<file path="config.mk">
export PLATFORM = sky130hd
export DESIGN_NAME = ifetch_unit
export DESIGN_NICKNAME = d
export VERILOG_FILES = /design/src/rtl/ifetch_unit.sv
export SDC_FILE = /design/constraint.sdc
export NUM_CORES = 1
export LEC_CHECK = 0
export CAP_MARGIN = 20
export CORE_UTILIZATION = 53
export CTS_CLUSTER_DIAMETER = 150
export DETAILED_ROUTE_END_ITERATION = 10
export GPL_TIMING_DRIVEN = 0
export PLACE_DENSITY_LB_ADDON = 0.05
export SLEW_MARGIN = 5
export SYNTH_ARGS = -nofsm -noshare
export SYNTH_HDL_FRONTEND = slang
export SYNTH_SLANG_ARGS = --single-unit
</file>
<file path="constraint.sdc">
create_clock -name clk -period 7.2 [get_ports clk]
set_input_delay 0.72 -clock clk [delete_from_list [all_inputs] [get_ports clk]]
set_output_delay 0.72 -clock clk [all_outputs]
set_load 0.02 [all_outputs]
</file>
<file path="src/rtl/ifetch_unit.sv">
// ifetch_unit: PC register, imem address drive and {pc,instr} fetch buffer.
// Optional IFETCH_MISALIGN_EN adds a sticky misalign_fault that freezes fetch.
module ifetch_unit #(
  parameter int n = 32,
  parameter int r = 6,
  parameter int DEPTH = 2,
  parameter logic [n-1:0] RESET_PC = '0
) (
  input  logic                       clk,
  input  logic                       reset,
  output logic [r-1:0]               imem_addr,
  input  logic [n-1:0]               imem_rdata,
  input  logic                       redirect_valid,
  input  logic [n-1:0]               redirect_pc,
  output logic                       out_valid,
  input  logic                       out_ready,
  output logic [n-1:0]               out_instr,
  output logic [n-1:0]               out_pc,
`ifdef IFETCH_MISALIGN_EN
  output logic                       misalign_fault,
`endif
  output logic [$clog2(DEPTH):0]     fetch_count
);

  localparam int AW = $clog2(DEPTH);
  localparam int CW = AW + 1;

  logic [n-1:0]   r_pc;
  logic [2*n-1:0] r_mem [DEPTH];
  logic [AW-1:0]  r_rd;
  logic [AW-1:0]  r_wr;
  logic [CW-1:0]  r_cnt;

  logic w_pop;
  logic w_push;
  logic w_redir;
  logic w_bad;
  logic w_frz;

`ifdef IFETCH_MISALIGN_EN
  logic r_fault;

  assign w_redir = redirect_valid && !r_fault;
  assign w_bad   = w_redir && (redirect_pc[1:0] != 2'b00);
  assign w_frz   = r_fault;
  assign misalign_fault = r_fault;

  // Fault latches on the first misaligned redirect and holds until reset
  always_ff @(posedge clk) begin
    if (reset)
      r_fault <= 1'b0;
    else if (w_bad)
      r_fault <= 1'b1;
  end
`else
  assign w_redir = redirect_valid;
  assign w_bad   = 1'b0;
  assign w_frz   = 1'b0;
`endif

  assign w_pop  = out_valid && out_ready;
  assign w_push = !redirect_valid && !w_frz &&
                  ((r_cnt < CW'(DEPTH)) || w_pop);

  assign imem_addr   = r_pc[r+1:2];
  assign out_valid   = (r_cnt != '0);
  assign fetch_count = r_cnt;
  assign {out_pc, out_instr} = r_mem[r_rd];

  // PC: reset, redirect target, or advance by one word on each push
  always_ff @(posedge clk) begin
    if (reset)
      r_pc <= RESET_PC;
    else if (w_redir && !w_bad)
      r_pc <= redirect_pc;
    else if (w_push)
      r_pc <= r_pc + n'(4);
  end

  // Fetch buffer: circular storage, flushed by redirect
  always_ff @(posedge clk) begin
    if (reset) begin
      r_rd  <= '0;
      r_wr  <= '0;
      r_cnt <= '0;
      for (int i = 0; i < DEPTH; i++)
        r_mem[i] <= '0;
    end else if (w_redir) begin
      r_cnt <= '0;
      r_wr  <= r_rd;
    end else begin
      if (w_push) begin
        r_mem[r_wr] <= {r_pc, imem_rdata};
        r_wr        <= r_wr + 1'b1;
      end
      if (w_pop)
        r_rd <= r_rd + 1'b1;
      unique case ({w_push, w_pop})
        2'b10:   r_cnt <= r_cnt + 1'b1;
        2'b01:   r_cnt <= r_cnt - 1'b1;
        default: r_cnt <= r_cnt;
      endcase
    end
  end

endmodule

</file>
# Word-level counts from Yosys, hierarchy flattened
# Memory sizes are Yosys's and may differ from the RTL's. A register that Yosys moved wholly into a read port is not among the register bits.
# Cells that the tools add are included.
# op_classes
add_sub_neg,5
order_cmp,1
n_eq_ne,2
n_mux,16
n_bitwise,1
reduce_logical,10
# op_table
operator,n
2-to-1 mux 32 bit,2
2-to-1 mux 64 bit,1
OR reduction 64 bit,1
adder 32 x 3 -> 32 bit (second input constant),1
2-to-1 mux 1 bit,12
nonzero test 2 bit,3
one-hot mux 2 bit (2 select lines),1
adder 1 bit (second input constant),2
adder 2 x 1 -> 2 bit (second input constant),1
equality test 2 x 1 -> 1 bit (second input constant),1
equality test 2 bit (second input constant),1
logical AND 1 bit,2
< comparator 2 bit (second input constant),1
AND reduction 2 bit,1
OR reduction 2 bit,1
subtractor 2 x 1 -> 2 bit (second input constant),1
zero test 1 bit,1
logical OR 1 bit,1
NOT 1 bit,1
# totals
ff_bits,36
ram_bits,128
inputBits,68
word_cells,40
memories,1
# mem_list
memory,words,word_bits,rd,rd_clocked_by_memory_dff,wr,line,source
r_mem,2,64,1,1,2,29,logic [2*n-1:0] r_mem [DEPTH];

# Depth between registers and ports, before layout
# Gate-level depths: netlist of run 1.
# depth
ltp_word,10
mapped_depth,8
ltp_nobuf,7

# Worst setup path after synthesis of run 1
# No wires, ideal clock.
# synth_path
path_type,input to register
from,input port redirect_valid
to,memory r_mem[0][0] (netlist bit) (enable)
setup_time_ps,574
arrival_ps,5714
required_ps,6626
slack_ps,912
cell_stages,4
path_cell_list,clkinv_1 clkbuf_1 nand2_1 o21ai_0
# synth_lines
element,line,source
start: declaration,13,"input logic redirect_valid,"
end: declaration,29,

==> impl_summary.txt, run 1 <==
----------------------------------------------------
[Run status]
  Status ... completed

[Timing]
  Worst slew pin tran ... 0.664 ns
  Normalized max-slew margin ... 55.7%
  Fmax achieved ... 0.289 GHz
  Final Hold Viols ... 0
  Worst Clk Skew ... 0.00661 ns
  Setup WS post-layout ... 3.74 ns
  Number of max-slew violations in the final report ... 0
  Tcrit/Tclk final ... 48.1%
  Final period demand of the worst path ... 3.46 ns
  WHS ... 0.492 ns
  Unrepaired setup endpoints after global routing ... no
  Number of endpoints failing setup at the final stage ... 0

[Die]
  Die Footprint ... 0.0150 mm2
  Number of placement rows ... 43
  Floorplan Core Area ... 0.0140 mm2
  Number of top-level pins ... 141
  Chip width ... 122 um
  Chip Height ... 122 um
  Starting density of the core ... 54.8%

[Critical path]
  Reg-to-reg endpoint ... r_mem[1][13]
  Crit path max-delay cell type ... clkbuf_1
  Type of the setup path with the least slack ... register to output pin
  CP Launch Type ... register
  Peak per-stage delay on the critical path ... 0.54 ns
  Data arrival time of the critical path ... 2.74 ns
  Reg-to-reg critical path startpoint ... fetch_count[1]
  Most prevalent standard cell on the critical path ... clkbuf_1
  Kind of cell adding the most delay to the critical path ... buffers and inverters
  Depth of the critical timing path with buffers and inverters included ... 4
  Critical Path RT ... 6.48 ns
  Crit-path cells ... clkbuf_1, clkbuf_1, mux2_2, clkdlybuf4s50_1
  Reg2reg path depth ... 6
  Crit path capture type ... output pin
  Crit path max fanout ... 10
  Worst Path Buf+Inv ... 3
  R2R Setup Slk ... 4.64 ns

[Synth]
  Synthesized netlist cell count ... 623
  Biggest area contributors in the synthesized netlist ... edfxtp_1, dfxtp_1, mux2_2
  Post-synthesis instance area ... 0.00767 mm2
  Post-synthesis sequential area ratio ... 59.8%
  Net Count, Synth ... 693
  Number of flops mapped to enable cells by yosys ... 128
  Yosys warning count ... 0
  Cell variety after synth ... 47
  Number of flip-flops and latches in the synthesized netlist ... 165
  Largest area contributor in the synthesized netlist ... edfxtp_1
  Leading register cell type out of synthesis ... edfxtp_1
  Mean post-synth cell area ... 12.3 um2
  Async set-or-reset flop fraction in the synthesized netlist ... 0%
  Share of the synthesized area in the top cell type ... 50.1%

[Power and ir drop]
  Leakage component of the power ... 3.80 nW
  Pwr per Cell Area ... 229 mW/mm2
  Worst voltage drop across the vdd grid ... 0.190 mV
  Total power after layout ... 2.29 mW

[Drt]
  Remaining antenna violation count ... 0
  Post-detailed-route via-to-cell ratio ... 5.77
  Number of design-rule violations left by the first detailed-router iteration ... 512
  Via total after detailed routing ... 5,652
  Final routed wire length divided by cell count ... 19.1 um
  Total length of routed wires ... 18,700 um
  Remaining routing DRC violations ... 0
  Number of search-and-repair iterations in the first detailed-routing pass ... 5

[Layout]
  Count of filler cells inserted in the layout ... 1,017
  Leading cell type in the layout, fill and taps excluded ... clkdlybuf4s50_1
  Number of diodes ... 0
  Synthesis-to-layout area growth ... 30.0%
  Most used cells in the layout excluding fill and tap cells ... clkdlybuf4s50_1, edfxtp_1, and3_1, mux2_2, and2_1
  Number of standard cells in the final layout excluding fillers ... 979
  # nets final ... 856
  Share of post-route cells with drive strength above 1 ... 14.5%

[GRT]
  Pin count of the biggest net entering global routing ... 52
  All-Layer GR Usage ... 25.8%
  Global-route congestion overflow total ... 0
  Global-route wire length before repair ... 28,900 um
  Number of antenna violations at the first check in global routing ... 0
  Vias in the first global route ... 5,492

[Placed design]
  Worst slack after detailed placement ... 3.81 ns
  Input/output buffers ... 139
  Hpwl dp ... 12,900 um
  Number of placed instances, taps included ... 947
  Weighted congestion at the end of routability-driven global placement ... 0.812

[Clocking]
  Number of buffers added by the clock tree synthesis step ... 17
  Worst skew pair latency ... 0.43 ns
  Buffer cell driving the clock tree root ... clkbuf_16
  CTS tree ... built
  Reg clk slew, reported paths ... 0.06 ns
  Clock sinks ... 165
  Post-CTS setup buffers ... 0
  CTS hold repair buffers ... 0
  Post-cts gate resize count ... 0
  CTS Buffer Depth ... 2
  CTS H-tree lvls ... 4

[Job]
  Number of maximum-capacitance violations ... 0

[Min path]
  Min-delay worst type ... register to register
  Worst hold start ... r_rd
  Number of stages on the worst hold path ... 2
  Destination of the worst hold path ... r_wr

----------------------------------------------------
layer usage:
layer  part of all wire, %  global-route usage, %  vias to the layer above
met5                     0                      0                        -
met4                   1.3                   7.85                        0
met1                    41                   32.1                     2785
met2                    52                   44.8                      176
li1                      -                      -                     2663
met3                   6.2                   5.90                       28
registers in the layout (all words and copies together) (netlist names), named ones only:
signal and count:
r_mem 128, r_pc 32, fetch_count 2, r_rd 1, r_wr 1
worst reg2reg max path: stages, from the launching register on:
cell and delay, ns:
dfxtp_1 0.37, nor2b_1 0.24, nor3_1 0.46, clkbuf_1 0.41, nand2_1 0.16, nand2_4 0.25
buf_16 0.32
metrics by stage:
stage	setup TNS (ns)	instance area, um2	util (%)
floorplan	0	7670	-
global placement	-174.07	9290	66.4
detailed placement	0	9430	67.4
CTS	0	9970	71.3
global route	0	9970	71.3
finish	0	9970	71.3
final cells by class:
type                            instances  area [um2]  share of cell area, %
Timing Repair Buffer                  144        1510                   15.1
Sequential cell                       165        4580                   46.0
Tap cell                              180         225                   2.26
Inverter                                5        18.8                  0.188
Clock buffer                           19         433                   4.34
Multi-Input combinational cell        397        2850                   28.6
Clock inverter                         13         110                   1.10
Buffer                                 56         241                   2.42
worst max path at each step:
stage / slack [ns] / startpoint / end
finish: 3.74 / register / out_pc[20]
CTS: 3.69 / register / out_pc[20]
global placement: -2.73 / redirect_valid / r_mem[0][46]
floorplan: 0.91 / redirect_valid / r_mem[0][0]
detailed placement: 3.81 / redirect_valid / r_mem[0][46]
global route: 3.57 / register / out_pc[20]
cell usage after synthesis (3+ instances only):
master and count:
mux2_2 64, nand2b_1 3, and2_1 64, nand4_1 8
dfxtp_1 37, xor2_1 7, a211oi_1 9, o311a_1 3
xnor2_1 8, o21ai_0 7, a311oi_1 13, nand2_1 25
and3_1 67, or4_1 16, nand3_1 14, or3_1 5
clkbuf_1 46, edfxtp_1 128, inv_1 3, o31ai_1 11
nor3_1 7, buf_4 6, nor2_1 30, nor4_1 8
power by group:
part | switching [mW] | internal, mW | total (mW) | leakage [nW]
clock network | 0.371 | 0.473 | 0.844 | 0.258
registers | 0.0341 | 1.09 | 1.12 | 1.67
logic | 0.162 | 0.160 | 0.322 | 1.87
cell families (layout without fill, tap and decap cells):
logic type	Yosys count	after routing	share of synthesized area, %
buffers and inverters	61	237	3.39
multiplexers	66	66	9.66
AND/OR/NAND/NOR	258	258	19.4
XOR/XNOR	15	15	1.71
flip-flops	165	165	59.8
adder cells (fa/ha/maj)	2	2	0.326
AO/OA/AOI/OAI	56	56	5.69
Note: power is estimated with default switching activity, not from simulation.
==> run 2: changes to the inputs <==
CORE_UTILIZATION = 48   (was 53)
clock period = 2.9 ns   (was 7.2 ns; I/O delays follow)
==> run 2 against run 1 <==
Sequential share of layout area decreased by 0.27 points. Non-clock buffer count decreased by 1. Wire length increased by 0.59%. Sequential power increased by 150%. Clock power increased to 2.6 times the previous value. Total power increased to 2.5 times the previous value. Critical path depth increased by 2. Via count decreased by 0.76%.
==> impl_summary.txt, run 2 (synthesis results as in run 1) <==
----------------------------------------------------
[Die]
  Die Footprint ... 0.0165 mm2
  Chip width ... 128 um
  Chip Height ... 128 um
  Floorplan Core Area ... 0.0154 mm2
  Number of top-level pins ... 141
  Number of placement rows ... 45
  Starting density of the core ... 49.9%

[Timing]
  Final period demand of the worst path ... 2.65 ns
  Worst slew pin tran ... 0.798 ns
  Normalized max-slew margin ... 46.3%
  Fmax achieved ... 0.377 GHz
  Setup WS post-layout ... 0.248 ns
  Worst Clk Skew ... 0.00759 ns
  WHS ... 0.446 ns
  Tcrit/Tclk final ... 91.5%
  Final Hold Viols ... 0
  Number of endpoints failing setup at the final stage ... 0
  Unrepaired setup endpoints after global routing ... no
  Number of max-slew violations in the final report ... 0

[Min path]
  Min-delay worst type ... input port to register
  Number of stages on the worst hold path ... 3
  Destination of the worst hold path ... r_pc[18]
  Worst hold start ... redirect_pc[18]

[Layout]
  Share of post-route cells with drive strength above 1 ... 15.5%
  Count of filler cells inserted in the layout ... 1,176
  Post-route cell area ... 0.0100 mm2
  Largest Register ... r_mem
  # nets final ... 856
  Flip-flop count of the largest register after layout ... 128
  Leading cell type in the layout, fill and taps excluded ... clkdlybuf4s50_1
  End-of-flow core utilization ... 65.3%
  Number of standard cells in the final layout excluding fillers ... 1,011
  Synthesis-to-layout area growth ... 30.8%
  Most used cells in the layout excluding fill and tap cells ... clkdlybuf4s50_1, edfxtp_1, and3_1, mux2_2, and2_1

[GRT]
  All-Layer GR Usage ... 23.3%
  Global-route congestion overflow total ... 0
  Number of antenna violations at the first check in global routing ... 1
  Layer carrying the most global-route usage ... met2
  Met3 layer usage reported by global route ... 4.74%
  Global routing met1 resource utilization ... 28.7%
  Met2 Use GR ... 40.4%
  Pin count of the biggest net entering global routing ... 45
  Global-route wire length before repair ... 28,900 um
  Vias in the first global route ... 5,507

[Power and ir drop]
  Worst voltage drop across the vdd grid ... 0.418 mV
  Part of the power in registers ... 48.1%
  Sw Ratio ... 24.2%
  Pwr per Cell Area ... 577 mW/mm2
  Power Internal ... 4.38 mW
  Leakage component of the power ... 3.81 nW
  Net load switching power ... 1.40 mW
  Combinational fraction of design power ... 13.7%
  Relative contribution of the clock network to total power ... 38.2%

[Clocking]
  CTS Buffer Depth ... 2
  Post-CTS setup buffers ... 0
  Clock sinks ... 165
  Reg clk slew, reported paths ... 0.07 ns
  Number of buffers added by the clock tree synthesis step ... 17
  Worst skew pair latency ... 0.42 ns
  CTS tree ... built
  Buffer cell driving the clock tree root ... clkbuf_16
  CTS H-tree lvls ... 4
  CTS hold repair buffers ... 0

[Placed design]
  Number of placed instances, taps included ... 977
  Hpwl dp ... 12,900 um
  Weighted congestion at the end of routability-driven global placement ... 0.846
  Input/output buffers ... 139
  Worst slack after detailed placement ... -0.356 ns
  Placed inst area ... 0.00943 mm2

[Critical path]
  R2R Setup Slk ... 0.25 ns
  Critical Path RT ... 3.01 ns
  Reg-to-reg critical path startpoint ... fetch_count[1]
  Data arrival time of the critical path ... 2.76 ns
  Crit path capture type ... register
  CP Launch Type ... register
  Crit path max fanout ... 44
  Reg2reg path depth ... 6
  Type of the setup path with the least slack ... register to register
  Reg-to-reg endpoint ... r_mem[1][45]

[Job]
  Number of maximum-capacitance violations ... 0

[Run status]
  Status ... completed

[Drt]
  Total length of routed wires ... 18,800 um
  Remaining routing DRC violations ... 0
  Number of search-and-repair iterations in the first detailed-routing pass ... 4
  Final routed wire length divided by cell count ... 18.6 um
  Post-detailed-route via-to-cell ratio ... 5.55
  Number of design-rule violations left by the first detailed-router iteration ... 532
  Remaining antenna violation count ... 0
  Via total after detailed routing ... 5,609

----------------------------------------------------
## run 2: cell types whose count changed in the layout (fill, tap and decap cells not counted), moves of 2 or more
cell,delta
buf_16,-2
clkbuf_1,-6
clkinv_1,-2
clkinv_4,-2
clkbuf_2,+7
clkinvlp_4,+3
clkinv_2,-2
## run 2: power by group through the flow
stage	clock network, mW	registers, mW	logic, mW
2_1_floorplan	0	2.80	0.414
3_3_place_gp	0	2.83	0.765
3_5_place_dp	0	2.83	0.794
4_1_cts	2.23	2.78	0.799
5_1_grt	2.33	2.80	0.849
6_report	2.21	2.78	0.795
## run 2: layout make-up
class,instances,area [um2],share of cell area (%)
Timing Repair Buffer,143,1470,14.7
Multi-Input combinational cell,398,2860,28.5
Tap cell,211,264,2.63
Antenna cell,1,2.50,0.0250
Buffer,56,250,2.50
Clock buffer,21,450,4.49
Clock inverter,11,128,1.27
Inverter,5,18.8,0.187
Sequential cell,165,4580,45.7
## run 2: per-stage QoR
stage | setup TNS [ns] | total power, mW
2_1_floorplan | 0 | 3.22
3_3_place_gp | -116.66 | 3.59
3_5_place_dp | -13.47 | 3.63
4_1_cts | 0 | 5.81
5_1_grt | 0 | 5.97
6_report | 0 | 5.79
## run 2: worst max path at each step
stage | endpoint | startpoint | cells after the start
3_3_place_gp | r_mem[0][4] | redirect_valid | 5
6_report | r_mem[1][45] | fetch_count[1] | 6
3_5_place_dp | r_mem[0][4] | redirect_valid | 7
2_1_floorplan | r_mem[1][0] | fetch_count[1] | 5
4_1_cts | r_mem[0][16] | redirect_valid | 7
5_1_grt | r_mem[1][45] | fetch_count[1] | 6
## run 2: metal layers
metal	wire, um	vias up
met5	0	-
li1	-	2658
met4	318	0
met1	7850	2734
met2	9530	194
met3	1110	23
## run 2: timing repair
action | in CTS | in global routing
endpoints found under the setup margin | 60 | 25
cloned | 0 | 1
gates resized for setup | 7 | 0
pin swaps | 0 | 1
## run 2: critical path, cell delays in order, from the launching register on
cell	delay, ns
dfxtp_1	0.38
nor2b_1	0.24
nor3_1	0.49
clkbuf_1	0.41
nand2_1	0.16
nand2_4	0.34
buf_16	0.29
==> run 3: changes to the inputs <==
CELL_PAD_IN_SITES_DETAIL_PLACEMENT = 1   (was unset)
CELL_PAD_IN_SITES_GLOBAL_PLACEMENT = 1   (was unset)
CORE_UTILIZATION = 38   (was 48)
==> run 3 against run 2 <==
Sequential power barely moved. Non-clock buffer count fell by 1. Highest routed layer unchanged. Design area rose by 0.86%. Worst hold slack improved by 0.017 ns. Largest cell class unchanged. Sequential share of layout area fell by 0.39 points. Critical endpoint is now out_pc[20].
==> impl_summary.txt, run 3 (synthesis results as in run 1) <==
----------------------------------------------------
[Layout]
  Share of post-route cells with drive strength above 1 ... 15.3%
  Most used cells in the layout excluding fill and tap cells ... clkdlybuf4s50_1, edfxtp_1, and3_1, mux2_2, and2_1
  Synthesis-to-layout area growth ... 31.9%
  Flip-flop count of the largest register after layout ... 128
  Largest Register ... r_mem
  # nets final ... 854
  Number of standard cells in the final layout excluding fillers ... 1,062
  Number of diodes ... 0
  Leading cell type in the layout, fill and taps excluded ... clkdlybuf4s50_1

[Job]
  Number of maximum-capacitance violations ... 0

[Placed design]
  Worst slack after detailed placement ... -0.301 ns
  Hpwl dp ... 15,300 um
  Weighted congestion at the end of routability-driven global placement ... 0.800
  Input/output buffers ... 139
  Number of placed instances, taps included ... 1,031

[Timing]
  Unrepaired setup endpoints after global routing ... no
  Worst slew pin tran ... 0.818 ns
  WHS ... 0.464 ns
  Final Hold Viols ... 0
  Setup WS post-layout ... 0.154 ns
  Tcrit/Tclk final ... 94.7%
  Worst Clk Skew ... 0.00843 ns
  Final period demand of the worst path ... 2.75 ns
  Normalized max-slew margin ... 45.3%
  Number of max-slew violations in the final report ... 0
  Fmax achieved ... 0.364 GHz
  Number of endpoints failing setup at the final stage ... 0

[Die]
  Chip Height ... 144 um
  Chip width ... 144 um
  Number of placement rows ... 51
  Die Footprint ... 0.0208 mm2
  Number of top-level pins ... 141
  Floorplan Core Area ... 0.0197 mm2
  Starting density of the core ... 39.0%

[Power and ir drop]
  Leakage component of the power ... 3.82 nW
  Worst voltage drop across the vdd grid ... 0.401 mV
  Pwr per Cell Area ... 592 mW/mm2

[Drt]
  Total length of routed wires ... 21,800 um
  Remaining antenna violation count ... 0
  Number of search-and-repair iterations in the first detailed-routing pass ... 4
  Post-detailed-route via-to-cell ratio ... 5.34
  Remaining routing DRC violations ... 0
  Number of design-rule violations left by the first detailed-router iteration ... 289
  Final routed wire length divided by cell count ... 20.5 um
  Via total after detailed routing ... 5,671

[Min path]
  Min-delay worst type ... input port to register

[Critical path]
  Peak per-stage delay on the critical path ... 0.68 ns
  Critical Path RT ... 2.61 ns
  CP Launch Type ... register
  Crit path max-delay cell type ... dfxtp_1
  Crit-path cells ... clkbuf_2, mux2_2, clkdlybuf4s50_1
  Type of the setup path with the least slack ... register to output pin
  Crit path capture type ... output pin
  Reg-to-reg endpoint ... r_mem[1][43]
  Reg-to-reg critical path startpoint ... fetch_count[1]
  Worst Path Buf+Inv ... 2
  Data arrival time of the critical path ... 2.46 ns
  Kind of cell adding the most delay to the critical path ... buffers and inverters
  Crit path max fanout ... 10
  Reg2reg path depth ... 6
  Depth of the critical timing path with buffers and inverters included ... 3
  R2R Setup Slk ... 0.33 ns
  Worst setup path endpoint ... out_pc[20]

[GRT]
  All-Layer GR Usage ... 21.9%
  Vias in the first global route ... 6,097
  Global-route congestion overflow total ... 0
  Pin count of the biggest net entering global routing ... 42
  Number of antenna violations at the first check in global routing ... 0
  Global-route wire length before repair ... 33,500 um

[Clocking]
  CTS Buffer Depth ... 2
  Reg clk slew, reported paths ... 0.06 ns
  CTS H-tree lvls ... 4
  Worst skew pair latency ... 0.42 ns
  Number of buffers added by the clock tree synthesis step ... 17
  Clock sinks ... 165
  Buffer cell driving the clock tree root ... clkbuf_16
  CTS tree ... built

[Run status]
  Status ... completed

----------------------------------------------------
-- run 3: changes by cell type in the layout (fill, tap and decap cells not counted), sizes merged --
cell	previous run	this run
o21ai	8	7
clkbuf	67	66
inv	4	5
clkinvlp	6	5
diode	1	0
clkinv	4	2
bufinv	2	4
-- run 3: report_power, final --
| group | total, mW | leakage, nW | switching [mW] | internal, mW |
|---|---|---|---|---|
| registers | 2.79 | 1.67 | 0.0892 | 2.70 |
| logic | 0.804 | 1.87 | 0.414 | 0.390 |
| clock network | 2.40 | 0.281 | 0.950 | 1.45 |
| total | 5.99 | 3.82 | 1.45 | 4.54 |
-- run 3: worst min path at each step --
stage                    start  endpoint  slack, ns  depth (start not counted)
2_1_floorplan   redirect_pc[2]   r_pc[2]       0.43                          2
3_3_place_gp              r_rd      r_wr       0.46                          2
3_5_place_dp              r_rd      r_wr       0.48                          2
4_1_cts        redirect_pc[16]  r_pc[16]       0.44                          3
5_1_grt        redirect_pc[11]  r_pc[11]       0.46                          3
6_report       redirect_pc[11]  r_pc[11]       0.46                          3
-- run 3: stage by stage --
step / util [%] / area [um2] / setup TNS [ns] / power [mW]
after floorplan: - / 7680 / 0 / 3.22
after global placement: 47.9 / 9410 / -143.48 / 3.61
after detailed placement: 48.3 / 9490 / -19.35 / 3.65
after CTS: 51.4 / 10100 / 0 / 6.04
after global routing: 51.5 / 10100 / 0 / 6.19
final: 51.5 / 10100 / 0 / 5.99
-- run 3: worst register-to-register path: cells and delay by family, from the launching register on --
family / cells / cell delay (ns)
buffers and inverters: 2 / 0.71
and+or+nand+nor: 4 / 1.15
DFF: 1 / 0.39
-- run 3: what timing repair did --
action | CTS | global route
hold endpoints to repair | 0 | 0
gates resized for setup | 6 | 1
endpoints found under the setup margin | 60 | 41
buffers inserted | 0 | 0
hold buffers | 0 | 0
-- run 3: cell type report --
cell class                      instances  area (um2)
Clock inverter                         11         175
Fill cell                            2113        9540
Multi-Input combinational cell        397        2850
Buffer                                 55         245
Inverter                                5        18.8
Clock buffer                           21         440
Sequential cell                       165        4580
Tap cell                              265         332
Timing Repair Buffer                  143        1470
-- run 3: per-layer routing --
layer  global-route usage, %  routed length [um]  vias to the layer above
met5                       0                   0                        -
met4                    7.89                 324                        0
met3                    3.31                 900                       26
met2                    39.1               11300                      143
met1                    26.6                9310                     2847
li1                        -                   -                     2655
